## src/rtl/jtframe_rom_arb_pkg.sv

```systemverilog
// Shared types and SDRAM word-address mapping for the ROM-slot arbiter.
package jtframe_rom_arb_pkg;

    localparam int unsigned SDRAM_AW   = 22;
    // One extra bit so 8-bit slots can still reach the full word range after the shift.
    localparam int unsigned ADDR_EXT_W = SDRAM_AW + 1;

    typedef enum logic [1:0] {
        DW8  = 2'd0,
        DW16 = 2'd1,
        DW32 = 2'd2
    } dw_e;

    typedef enum logic [1:0] {
        StIdle = 2'd0,
        StReq  = 2'd1,
        StWait = 2'd2
    } state_e;

    function automatic logic [SDRAM_AW-1:0] map_word(
        input logic [ADDR_EXT_W-1:0] addr,
        input logic [1:0]            dw_sel,
        input logic [SDRAM_AW-1:0]   offset
    );
        logic [SDRAM_AW-1:0] rel;
        case (dw_e'(dw_sel))
            DW8:     rel = addr[SDRAM_AW:1];
            DW32:    rel = {addr[SDRAM_AW-2:0], 1'b0};
            default: rel = addr[SDRAM_AW-1:0];
        endcase
        return offset + rel;
    endfunction

endpackage

```

## src/rtl/jtframe_rom_arb_slot.sv

```systemverilog
// One ROM slot: single-word cache, hit compare, address map and output data select.
module jtframe_rom_arb_slot
    import jtframe_rom_arb_pkg::*;
#(
    parameter int unsigned         AW     = 18,
    parameter logic [1:0]          DW_SEL = 2'd1,
    parameter logic [SDRAM_AW-1:0] OFFSET = '0
) (
    input  logic                clk,
    input  logic                rst_n,
    input  logic                flush,
    input  logic                en,
    input  logic                cs,
    input  logic [AW-1:0]       addr,
    input  logic                wr,
    input  logic [31:0]         wr_data,
    input  logic [SDRAM_AW-1:0] wr_tag,
    output logic [SDRAM_AW-1:0] word,
    output logic                miss,
    output logic                ok,
    output logic [31:0]         dout
);

    logic [31:0]         data_q;
    logic [SDRAM_AW-1:0] tag_q;
    logic                valid_q;
    logic [31:0]         dout_q;
    logic [31:0]         sel;
    logic                hit;

    assign word = map_word(ADDR_EXT_W'(addr), DW_SEL, OFFSET);
    assign hit  = valid_q && (tag_q == word);
    assign ok   = en && cs && hit;
    assign miss = en && cs && !hit;

    // 8-bit slots share one 16-bit SDRAM word between two byte addresses.
    always_comb begin
        sel = '0;
        case (dw_e'(DW_SEL))
            DW8:     sel = {24'd0, addr[0] ? data_q[15:8] : data_q[7:0]};
            DW32:    sel = data_q;
            default: sel = {16'd0, data_q[15:0]};
        endcase
    end

    assign dout = ok ? sel : dout_q;

    always_ff @(posedge clk) begin
        if (!rst_n) begin
            valid_q <= 1'b0;
            data_q  <= '0;
            tag_q   <= '0;
            dout_q  <= '0;
        end else begin
            if (flush) begin
                valid_q <= 1'b0;
            end else if (wr) begin
                valid_q <= 1'b1;
                data_q  <= wr_data;
                tag_q   <= wr_tag;
            end
            if (ok) begin
                dout_q <= sel;
            end
        end
    end

endmodule

```

## src/rtl/jtframe_rom_arb.sv

```systemverilog
// SDRAM ROM-slot arbiter: per-slot word caches, one shared read port, FP or RR arbitration.
// Define JTFRAME_ROMARB_STATS_EN to add saturating hit_cnt/miss_cnt outputs.
module jtframe_rom_arb
    import jtframe_rom_arb_pkg::*;
#(
    parameter int unsigned                SLOTS   = 4,
    parameter int unsigned                AW      = 18,
    parameter logic [2*SLOTS-1:0]         DW_SEL  = {SLOTS{2'd1}},
    parameter logic [SDRAM_AW*SLOTS-1:0]  OFFSETS = '0,
    parameter int unsigned                RR_MODE = 1
) (
    input  logic                  clk,
    input  logic                  rst_n,
    input  logic [SLOTS-1:0]      slot_cs,
    input  logic [SLOTS*AW-1:0]   slot_addr,
    output logic [SLOTS-1:0]      slot_ok,
    output logic [SLOTS*32-1:0]   slot_dout,
    input  logic                  downloading,
    input  logic                  loop_rst,
    output logic                  sdram_req,
    output logic [SDRAM_AW-1:0]   sdram_addr,
    input  logic                  sdram_ack,
    input  logic                  data_rdy,
    input  logic [31:0]           data_read,
    output logic                  refresh_en
`ifdef JTFRAME_ROMARB_STATS_EN
    ,
    output logic [15:0]           hit_cnt,
    output logic [15:0]           miss_cnt
`endif
);

    localparam int unsigned IW = (SLOTS > 1) ? $clog2(SLOTS) : 1;

    state_e              state_q, state_d;
    logic                req_q, req_d;
    logic [SDRAM_AW-1:0] addr_q, addr_d;
    logic [IW-1:0]       win_q, win_d;
    logic [IW-1:0]       rr_q, rr_d;
    logic [IW-1:0]       pick;
    logic                found;
    int unsigned         scan;
    logic                halt;
    logic                en;
    logic                wr;
    logic [SLOTS-1:0]    pend;
    logic [SDRAM_AW-1:0] words [SLOTS];

    assign halt = downloading || loop_rst;
    assign en   = rst_n && !halt;

    for (genvar s = 0; s < SLOTS; s++) begin : g_slot
        jtframe_rom_arb_slot #(
            .AW     (AW),
            .DW_SEL (DW_SEL[2*s +: 2]),
            .OFFSET (OFFSETS[SDRAM_AW*s +: SDRAM_AW])
        ) u_slot (
            .clk     (clk),
            .rst_n   (rst_n),
            .flush   (halt),
            .en      (en),
            .cs      (slot_cs[s]),
            .addr    (slot_addr[AW*s +: AW]),
            .wr      (wr && (win_q == IW'(s))),
            .wr_data (data_read),
            .wr_tag  (addr_q),
            .word    (words[s]),
            .miss    (pend[s]),
            .ok      (slot_ok[s]),
            .dout    (slot_dout[32*s +: 32])
        );
    end

    // Scan starts at the RR pointer (or at 0) and wraps; first pending slot wins.
    always_comb begin
        pick  = '0;
        found = 1'b0;
        scan  = 0;
        for (int unsigned k = 0; k < SLOTS; k++) begin
            scan = (RR_MODE != 0) ? 32'(rr_q) + k : k;
            if (scan >= SLOTS) begin
                scan = scan - SLOTS;
            end
            if (!found && pend[IW'(scan)]) begin
                found = 1'b1;
                pick  = IW'(scan);
            end
        end
    end

    always_comb begin
        state_d = state_q;
        req_d   = req_q;
        addr_d  = addr_q;
        win_d   = win_q;
        rr_d    = rr_q;
        wr      = 1'b0;
        unique case (state_q)
            StIdle: begin
                if (found) begin
                    state_d = StReq;
                    req_d   = 1'b1;
                    addr_d  = words[pick];
                    win_d   = pick;
                    if (RR_MODE != 0) begin
                        rr_d = (32'(pick) == SLOTS - 1) ? '0 : pick + 1'b1;
                    end
                end
            end
            StReq: begin
                if (sdram_ack) begin
                    req_d = 1'b0;
                    // Controllers with zero read latency may return data with the ack.
                    if (data_rdy) begin
                        wr      = 1'b1;
                        state_d = StIdle;
                    end else begin
                        state_d = StWait;
                    end
                end
            end
            StWait: begin
                if (data_rdy) begin
                    wr      = 1'b1;
                    state_d = StIdle;
                end
            end
            default: begin
                state_d = StIdle;
                req_d   = 1'b0;
            end
        endcase
        if (halt) begin
            state_d = StIdle;
            req_d   = 1'b0;
            wr      = 1'b0;
        end
    end

    always_ff @(posedge clk) begin
        if (!rst_n) begin
            state_q <= StIdle;
            req_q   <= 1'b0;
            addr_q  <= '0;
            win_q   <= '0;
            rr_q    <= '0;
        end else begin
            state_q <= state_d;
            req_q   <= req_d;
            addr_q  <= addr_d;
            win_q   <= win_d;
            rr_q    <= rr_d;
        end
    end

    assign sdram_req  = req_q && en;
    assign sdram_addr = addr_q;
    assign refresh_en = (state_q == StIdle) && !found;

`ifdef JTFRAME_ROMARB_STATS_EN
    logic launch;

    assign launch = (state_q == StIdle) && found && en;

    always_ff @(posedge clk) begin
        if (!rst_n || downloading) begin
            hit_cnt  <= '0;
            miss_cnt <= '0;
        end else begin
            if (|slot_ok && hit_cnt != '1) begin
                hit_cnt <= hit_cnt + 1'b1;
            end
            if (launch && miss_cnt != '1) begin
                miss_cnt <= miss_cnt + 1'b1;
            end
        end
    end
`endif

endmodule

```

## config.mk

```make
export PLATFORM = sky130hd
export DESIGN_NAME = jtframe_rom_arb
export DESIGN_NICKNAME = d
export VERILOG_FILES = /design/src/rtl/jtframe_rom_arb_pkg.sv /design/src/rtl/jtframe_rom_arb_slot.sv /design/src/rtl/jtframe_rom_arb.sv
export SDC_FILE = /design/constraint.sdc
export NUM_CORES = 1
export LEC_CHECK = 0
export CAP_MARGIN = 20
export CORE_MARGIN = 2
export CORE_UTILIZATION = 35
export CTS_BUF_LIST = sky130_fd_sc_hd__clkbuf_8
export CTS_CLUSTER_DIAMETER = 120
export DETAILED_ROUTE_END_ITERATION = 16
export GPL_TIMING_DRIVEN = 0
export SLEW_MARGIN = 5
export SYNTH_ARGS = -nofsm -noshare
export SYNTH_HDL_FRONTEND = slang
export SYNTH_HIERARCHICAL = 1
export SYNTH_SLANG_ARGS = --single-unit
```

## constraint.sdc

```tcl
create_clock -name clk -period 3.68 [get_ports clk]
set_input_delay 0.736 -clock clk [delete_from_list [all_inputs] [get_ports clk]]
set_output_delay 0.736 -clock clk [all_outputs]
set_load 0.05 [all_outputs]
```

---- Yosys cells after proc, flatten, opt, wreduce, memory -nomap -nowiden ----
Cells that the tools add are included.
cells by class
  add/subtract/negate cells ............... 8
  $lt $le $gt $ge ......................... 9
  equality and inequality tests ........... 13
  multiplexer cells ....................... 40
  bitwise operators ....................... 4
  reductions and logical operators ........ 46
operators by type and width
  kind                 number
  $mux 32              4
  $eq 22x18->1         4
  $bmux 22 s2          1
  $mux 22              2
  $logic_and 1x1->1    26
  $mux 2               13
  $mux 1               13
  $ge 3x3->1 const B   4
  $lt 2x3->1 const B   4
  $reduce_and 2->1     5
  $logic_not 1->1      9
  $bmux 1 s2           4
  $eq 2x2->1 const B   4
  $sub 2x1->2 const B  4
  $add 2x2->3 const B  2
  $ne 2x2->1 const B   3
  $pmux 2 s3           1
  $reduce_and 3->1     2
  $eq 2x1->1 const B   2
  $logic_not 2->1      2
  $add 2x1->3 const B  1
  $ge 2x3->1 const B   1
  $not 1->1            3
  $not 2->3            1
  5 further kinds      5
storage, ports and cells
  register bits ........................... 313
  input bits .............................. 114
  output and inout bits ................... 156
  logic and storage cells ................. 141

---- Depth between registers and ports, before layout ----
  depth in word-level cells ............... 21
  mapped depth ............................ 13
  gate-level depth less buffers ........... 10

---- By module ----
The synthesis kept the hierarchy.
by module, submodules not included
  module                instances  cells each  area each (um^2)  sequential area each (um^2)
  jtframe_rom_arb_slot  4          368         2997.9            1421.4
  jtframe_rom_arb       1          195         1742.9            580.6

---- Worst setup path after synthesis ----
OpenSTA, ideal clock, no wires.
  path kind ............................... input to output
  from .................................... input slot_addr[31]
  to ...................................... output refresh_en
  arrival ................................. 2711 ps
  required time ........................... 2944 ps
  slack ................................... 233 ps
  cell stages on the path ................. 9
  path buffers ............................ 2
  cell sequence ........................... xor2_1 -> nor4_1 -> and3_1 -> buf_4 -> buf_4 -> a21oi_1 -> nor4_1 -> nand2_1 -> inv_1
between the ends
  cells in the longest elaborated chain, start to end .. 18
  elaborated cells on any way between the ends .. 24
  those cells by class .................... eq/ne: 1; mux: 12; reduce/logical: 11
ends and longest elaborated chain
  what                          line                        text
  start: declaration            jtframe_rom_arb.sv:15       input logic [SLOTS*AW-1:0] slot_addr,
  $eq 22x18->1 *                jtframe_rom_arb_slot.sv:32  assign hit = valid_q && (tag_q == word);
  $logic_and 1x1->1 *           jtframe_rom_arb_slot.sv:32
  $logic_not 1->1 *             jtframe_rom_arb_slot.sv:34  assign miss = en && cs && !hit;
  $logic_and 1x1->1 *           jtframe_rom_arb_slot.sv:34
  named net pend[1]             jtframe_rom_arb.sv:46       logic [SLOTS-1:0] pend;
  $bmux 1 s2                    jtframe_rom_arb.sv:84       if (!found && pend[IW'(scan)]) begin
  $mux 1 (not written as such)  jtframe_rom_arb.sv:84
  $mux 1                        jtframe_rom_arb.sv:84
  [... 3 more ...]              --
  $logic_not 1->1               jtframe_rom_arb.sv:84
  $logic_and 1x1->1             jtframe_rom_arb.sv:84
  $mux 1                        jtframe_rom_arb.sv:84
  $logic_not 1->1               jtframe_rom_arb.sv:84
  $logic_and 1x1->1             jtframe_rom_arb.sv:84
  $mux 1 *                      jtframe_rom_arb.sv:84
  $logic_not 1->1 *             jtframe_rom_arb.sv:158      assign refresh_en = (state_q == StIdle) && !found;
  $logic_and 1x1->1 *           jtframe_rom_arb.sv:158
  end: declaration              jtframe_rom_arb.sv:25       output logic refresh_en
The timed path passes the listed nets; every way through them passes the cells marked *. The select of a mux whose other input is x is not followed.

---- Worst setup path in the final report ----
  from .................................... input loop_rst
  to ...................................... output slot_dout[39]
between the ends
  cells in the longest elaborated chain, start to end .. 6
ends and longest elaborated chain
  what                             line                        text
  start: declaration               jtframe_rom_arb.sv:19       input logic loop_rst,
  $logic_or 1x1->1                 jtframe_rom_arb.sv:49       assign halt = downloading || loop_rst;
  $logic_not 1->1                  jtframe_rom_arb.sv:50       assign en = rst_n && !halt;
  $logic_and 1x1->1                jtframe_rom_arb.sv:50
  named net en                     jtframe_rom_arb.sv:44       logic en;
  $logic_and 1x1->1 (2 in series)  jtframe_rom_arb_slot.sv:33  assign ok = en && cs && hit;
  $mux 32                          jtframe_rom_arb_slot.sv:46  assign dout = ok ? sel : dout_q;
  end: declaration                 jtframe_rom_arb.sv:17       output logic [SLOTS*32-1:0] slot_dout,
The timed path passes the listed nets, and every way through them passes these cells.

==> results_tabular.tex <==
\begin{tabular}{lr}
\hline
Metric & Value \\
\hline
\multicolumn{2}{l}{\textbf{Status}} \\
\quad Status & finished, final reports clean \\
\multicolumn{2}{l}{\textbf{Placement}} \\
\quad Pre-CTS worst setup slack & -1.44 ns \\
\quad Final Wtd Congestion & 0.834 \\
\quad Placed instance area & 17000 um\^{}2 \\
\quad Half-perimeter wire length after placement & 34000 um \\
\quad Count of input and output buffers & 253 \\
\multicolumn{2}{l}{\textbf{Global route}} \\
\quad Antenna violations before repair & 0 \\
\quad Number of global-route vias before repair & 12100 \\
\quad Maximum number of pins on one net before global-route repair & 41 \\
\quad Leftover overflow at the end of global routing & 0 \\
\quad First-pass GRT wire length & 68700 um \\
\quad GRT Total Usage & 21.7\% \\
\multicolumn{2}{l}{\textbf{Timing}} \\
\quad \# setup viols final & 0 \\
\quad Maximum clock frequency & 0.272 GHz \\
\quad Clock skew & 0.0212 ns \\
\quad Unrepaired setup endpoints after global routing & true \\
\quad Least-Margin Pin Slew & 0.604 ns \\
\quad Final hold violation count & 0 \\
\quad Final critical-path share of the clock period & 99.8\% \\
\quad Number of slew-limit violations in the final report & 0 \\
\quad Min Tclk post-route & 3.67 ns \\
\quad Max-slew headroom & 59.7\% \\
\quad Worst path setup slack after routing & 0.00850 ns \\
\multicolumn{2}{l}{\textbf{Synth}} \\
\quad Synth Warn \# & 6 \\
\quad Post-Syn Area & 13700 um\^{}2 \\
\quad Share of the yosys chip area belonging to registers & 45.6\% \\
\quad Mapped Cells & 1667 \\
\quad Count of flip-flops with a built-in enable after synthesis & 0 \\
\quad Asr flop ratio synth & 0\% \\
\quad Flip-flop and latch count after synthesis & 313 \\
\quad Distinct cell type count of the synthesized netlist & 42 \\
\quad Per-instance average area after synthesis & 8.24 um\^{}2 \\
\quad Synth Flop Type & dfxtp\_1 \\
\multicolumn{2}{l}{\textbf{Critical path}} \\
\quad CP startpoint kind & primary input \\
\quad Endpoint arrival time on the critical path & 2.94 ns \\
\quad Most numerous cell on the critical path & buf\_4 \\
\quad Cell-by-cell trace of the critical path & clkdlybuf4s50\_1, nor2\_4, nand2\_4, clkinvlp\_4, nand2\_2, or3\_4, buf\_4, o21ai\_1, nand2\_1, buf\_4 \\
\quad Worst path bufs/invs & 4 \\
\quad Max incr delay on CP & 0.44 ns \\
\quad Kind of critical path & in -> out \\
\quad Worst Path Max Fanout & 10 \\
\quad Critical Path End Type & primary output \\
\quad Critical-path cell with the highest stage delay & clkdlybuf4s50\_1 \\
\quad Data required time of the critical path & 2.94 ns \\
\quad Critical path's top delay family & buffers and inverters \\
\multicolumn{2}{l}{\textbf{Detailed routing}} \\
\quad Number of vias per cell & 4.91 \\
\quad Initial DRC Count & 714 \\
\quad Length of the first detailed-routing pass in iterations & 9 \\
\quad Mean routed wirelength per cell & 17.7 um \\
\quad DRC violations left & 0 \\
\quad Total via count in the routed design & 12700 \\
\quad Routed wire length & 45600 um \\
\quad Post-route ant nets & 0 \\
\multicolumn{2}{l}{\textbf{Power and ir drop}} \\
\quad Static leakage & 8.00 nW \\
\quad Clock power share & 44.1\% \\
\quad Switching component of the power & 0.00187 W \\
\quad Sequential share of power & 47.1\% \\
\quad Peak supply drop & 0.206 mV \\
\quad Switching portion of total power & 25.4\% \\
\quad Internal & 0.00549 W \\
\quad Post-layout power & 0.00737 W \\
\quad Logic gate share of total power & 8.8\% \\
\quad Total power per unit cell area & 395 nW/um\^{}2 \\
\multicolumn{2}{l}{\textbf{Clock network}} \\
\quad CTS tree & yes \\
\quad Later-pin clock latency in the skew report & 0.63 ns \\
\quad Clock tree sinks & 313 \\
\quad Deepest level of the CTS H-tree & 2 \\
\quad Clock-pin slew on the worst setup and hold paths & 0.06 ns \\
\quad CTS Root Buffer Type & clkbuf\_8 \\
\quad Number of clock buffers inserted by TritonCTS & 55 \\
\quad Clock Tree Buf Depth & 3 \\
\quad Number of buffers inserted by hold repair at cts & 0 \\
\multicolumn{2}{l}{\textbf{Floorplanning}} \\
\quad Chip Height & 202 um \\
\quad Core footprint & 38600 um\^{}2 \\
\quad Initial Util & 35.5\% \\
\quad Top Ports & 270 \\
\quad DIE WIDTH & 202 um \\
\quad Row cnt & 72 \\
\quad Die area & 40800 um\^{}2 \\
\multicolumn{2}{l}{\textbf{Layout}} \\
\quad Fraction of final layout cells with drive strength greater than 1 & 23.9\% \\
\quad Area growth from synthesis to layout & 35.7\% \\
\quad Antenna Diode Count & 0 \\
\quad Post-route standard cell area excluding fillers & 18600 um\^{}2 \\
\quad Net count reported at finish & 2139 \\
\multicolumn{2}{l}{\textbf{Flow run}} \\
\quad Max-Cap Viols & 0 \\
\multicolumn{2}{l}{\textbf{Hold path}} \\
\quad Hold Crit Class & reg -> reg \\
\hline
\end{tabular}
## worst register-to-register path, stage by stage, from the launching register on
cell       delay [ns]
dfxtp_1          0.34
xor2_1           0.37
nor4_2           0.07
buf_4            0.15
and3_1           0.18
buf_6            0.14
buf_8            0.13
a21oi_2          0.28
nor2b_1          0.23
nand2_1          0.09
a2bb2oi_2        0.15
buf_4            0.22
clkbuf_4         0.31
mux2i_1          0.32
o221ai_1         0.17
## path summary, 6_finish.rpt
path | cells past startpoint | startpoint | slack [ns] | endpoint
hold reg to reg | 2 | g_slot[2].u_slot/dout_q[14] | 0.46 | g_slot[2].u_slot/dout_q[14]
setup / recovery | 10 | loop_rst | 0.009 | slot_dout[39]
hold / removal | 2 | g_slot[2].u_slot/dout_q[14] | 0.46 | g_slot[2].u_slot/dout_q[14]
setup reg to reg | 14 | g_slot[2].u_slot/tag_q[2] | 0.40 | sdram_addr[6]
## stage by stage
stage                     setup TNS (ns)  hold slack (ns)  utilization [%]  std cells
after global placement           -385.65            0.444             43.9       2450
after detailed placement         -142.04            0.449             43.9       2450
after global routing              -0.292            0.480             48.2       2579
after floorplan                        0            0.437                -       1679
after CTS                         -0.657            0.458             46.8       2557
final                                  0            0.458             48.2       2579
## registers in the layout, indices dropped and copies added, names as in the netlist
register,flops
g_slot.u_slot/data_q,64
req_q,1
g_slot.u_slot/tag_q,88
win_q,2
g_slot.u_slot/valid_q,4
state_q,2
g_slot.u_slot/dout_q,128
rr_q,2
sdram_addr,22
## repair_timing
item                       in CTS  in global routing
gates resized for setup       729                163
setup buffers                  15                 22
pin swaps                      16                 24
setup endpoints to repair     133                126
## cells in the mapped netlist (2+ instances only)
library cell,instances,area share [%]
conb_1,4,0.11
o21ai_0,63,2.3
nand3_4,4,0.51
or3_1,2,0.091
nor2_2,4,0.18
nand3_1,5,0.18
nor3_1,9,0.33
and2_1,70,3.2
buf_2,9,0.33
nand4_1,80,3.6
buf_1,12,0.33
inv_2,4,0.11
mux2i_1,44,3.2
nand2_1,402,11
inv_1,11,0.30
and3_1,70,3.2
xor2_1,48,3.1
nand2b_1,5,0.23
ha_1,3,0.27
clkbuf_1,72,2.0
buf_4,101,5.5
or3_4,4,0.33
xnor2_1,24,1.5
nor2b_1,8,0.36
nor4_1,13,0.59
a21oi_1,228,8.3
o21ai_1,4,0.15
nor2_1,14,0.38
nor4_4,4,0.62
o221ai_1,22,1.4
dfxtp_1,313,46
## power by group through the flow
| stage | clock network [W] | logic, W | registers, W |
|---|---|---|---|
| after global placement | 0 | 0.000604 | 0.00354 |
| after CTS | 0.00333 | 0.000629 | 0.00347 |
| after global routing | 0.00348 | 0.000679 | 0.00347 |
| after detailed placement | 0 | 0.000607 | 0.00354 |
| final | 0.00325 | 0.000647 | 0.00347 |
| after floorplan | 0 | 0.000258 | 0.00358 |
## cells in the final DEF, fill, tap and decap left out, types with 6 or more instances in the layout
cell             synthesis  final
clkdlybuf4s15_2          0     35
clkbuf_4                 1      6
buf_4                  101    171
o21ai_1                  4     17
dlymetal6s2s_1           0     27
a21oi_1                228    224
clkdlybuf4s50_1          0     81
and2_1                  70     66
nor3_1                   9      9
xor2_1                  48     47
xnor2_2                  0     16
o21ai_2                  0     32
dlygate4sd2_1            0     11
clkbuf_8                 0     76
nand4_1                 80     80
dfxtp_1                313    313
clkbuf_2                 0     12
o21ai_0                 63     18
conb_1                   4     16
inv_1                   11     22
nor2_1                  14     13
nor4_2                   0     10
clkbuf_1                72     49
nor2b_1                  8      8
o221ai_1                22     22
clkinv_2                 0      7
nand2_1                402    396
buf_1                   12     12
buf_6                    0      6
xnor2_1                 24      8
and3_1                  70     67
mux2i_1                 44     44
nor4_4                   4      7
buf_2                    9     64
## cells by family after synthesis
family	after synthesis	synth area share, %
simple gates	698	25.0
compound gates	323	12.6
flops	313	45.6
buf+inv	210	8.61
xor+xnor	72	4.59
mux	44	3.21
other cells	4	0.109
fa+ha+maj	3	0.273
## cell type report
class                           count  area [um^2]
Clock buffer                       75         1030
Sequential cell                   313         6270
Multi-Input combinational cell   1156         6800
Fill cell                        3738        20000
Tap cell                          518          648
Inverter                           15         60.1
Buffer                            191         1210
Clock inverter                     21         91.3
Timing Repair Buffer              290         2530
## layer usage
metal | track usage, % | wire length, um | part of all wire, %
met1 | 29.0 | 20400 | 45
met2 | 34.4 | 20700 | 45
met3 | 4.68 | 3050 | 6.7
met4 | 8.21 | 1510 | 3.3
met5 | 0 | 0 | 0
Note: power is estimated with default switching activity, not from simulation.
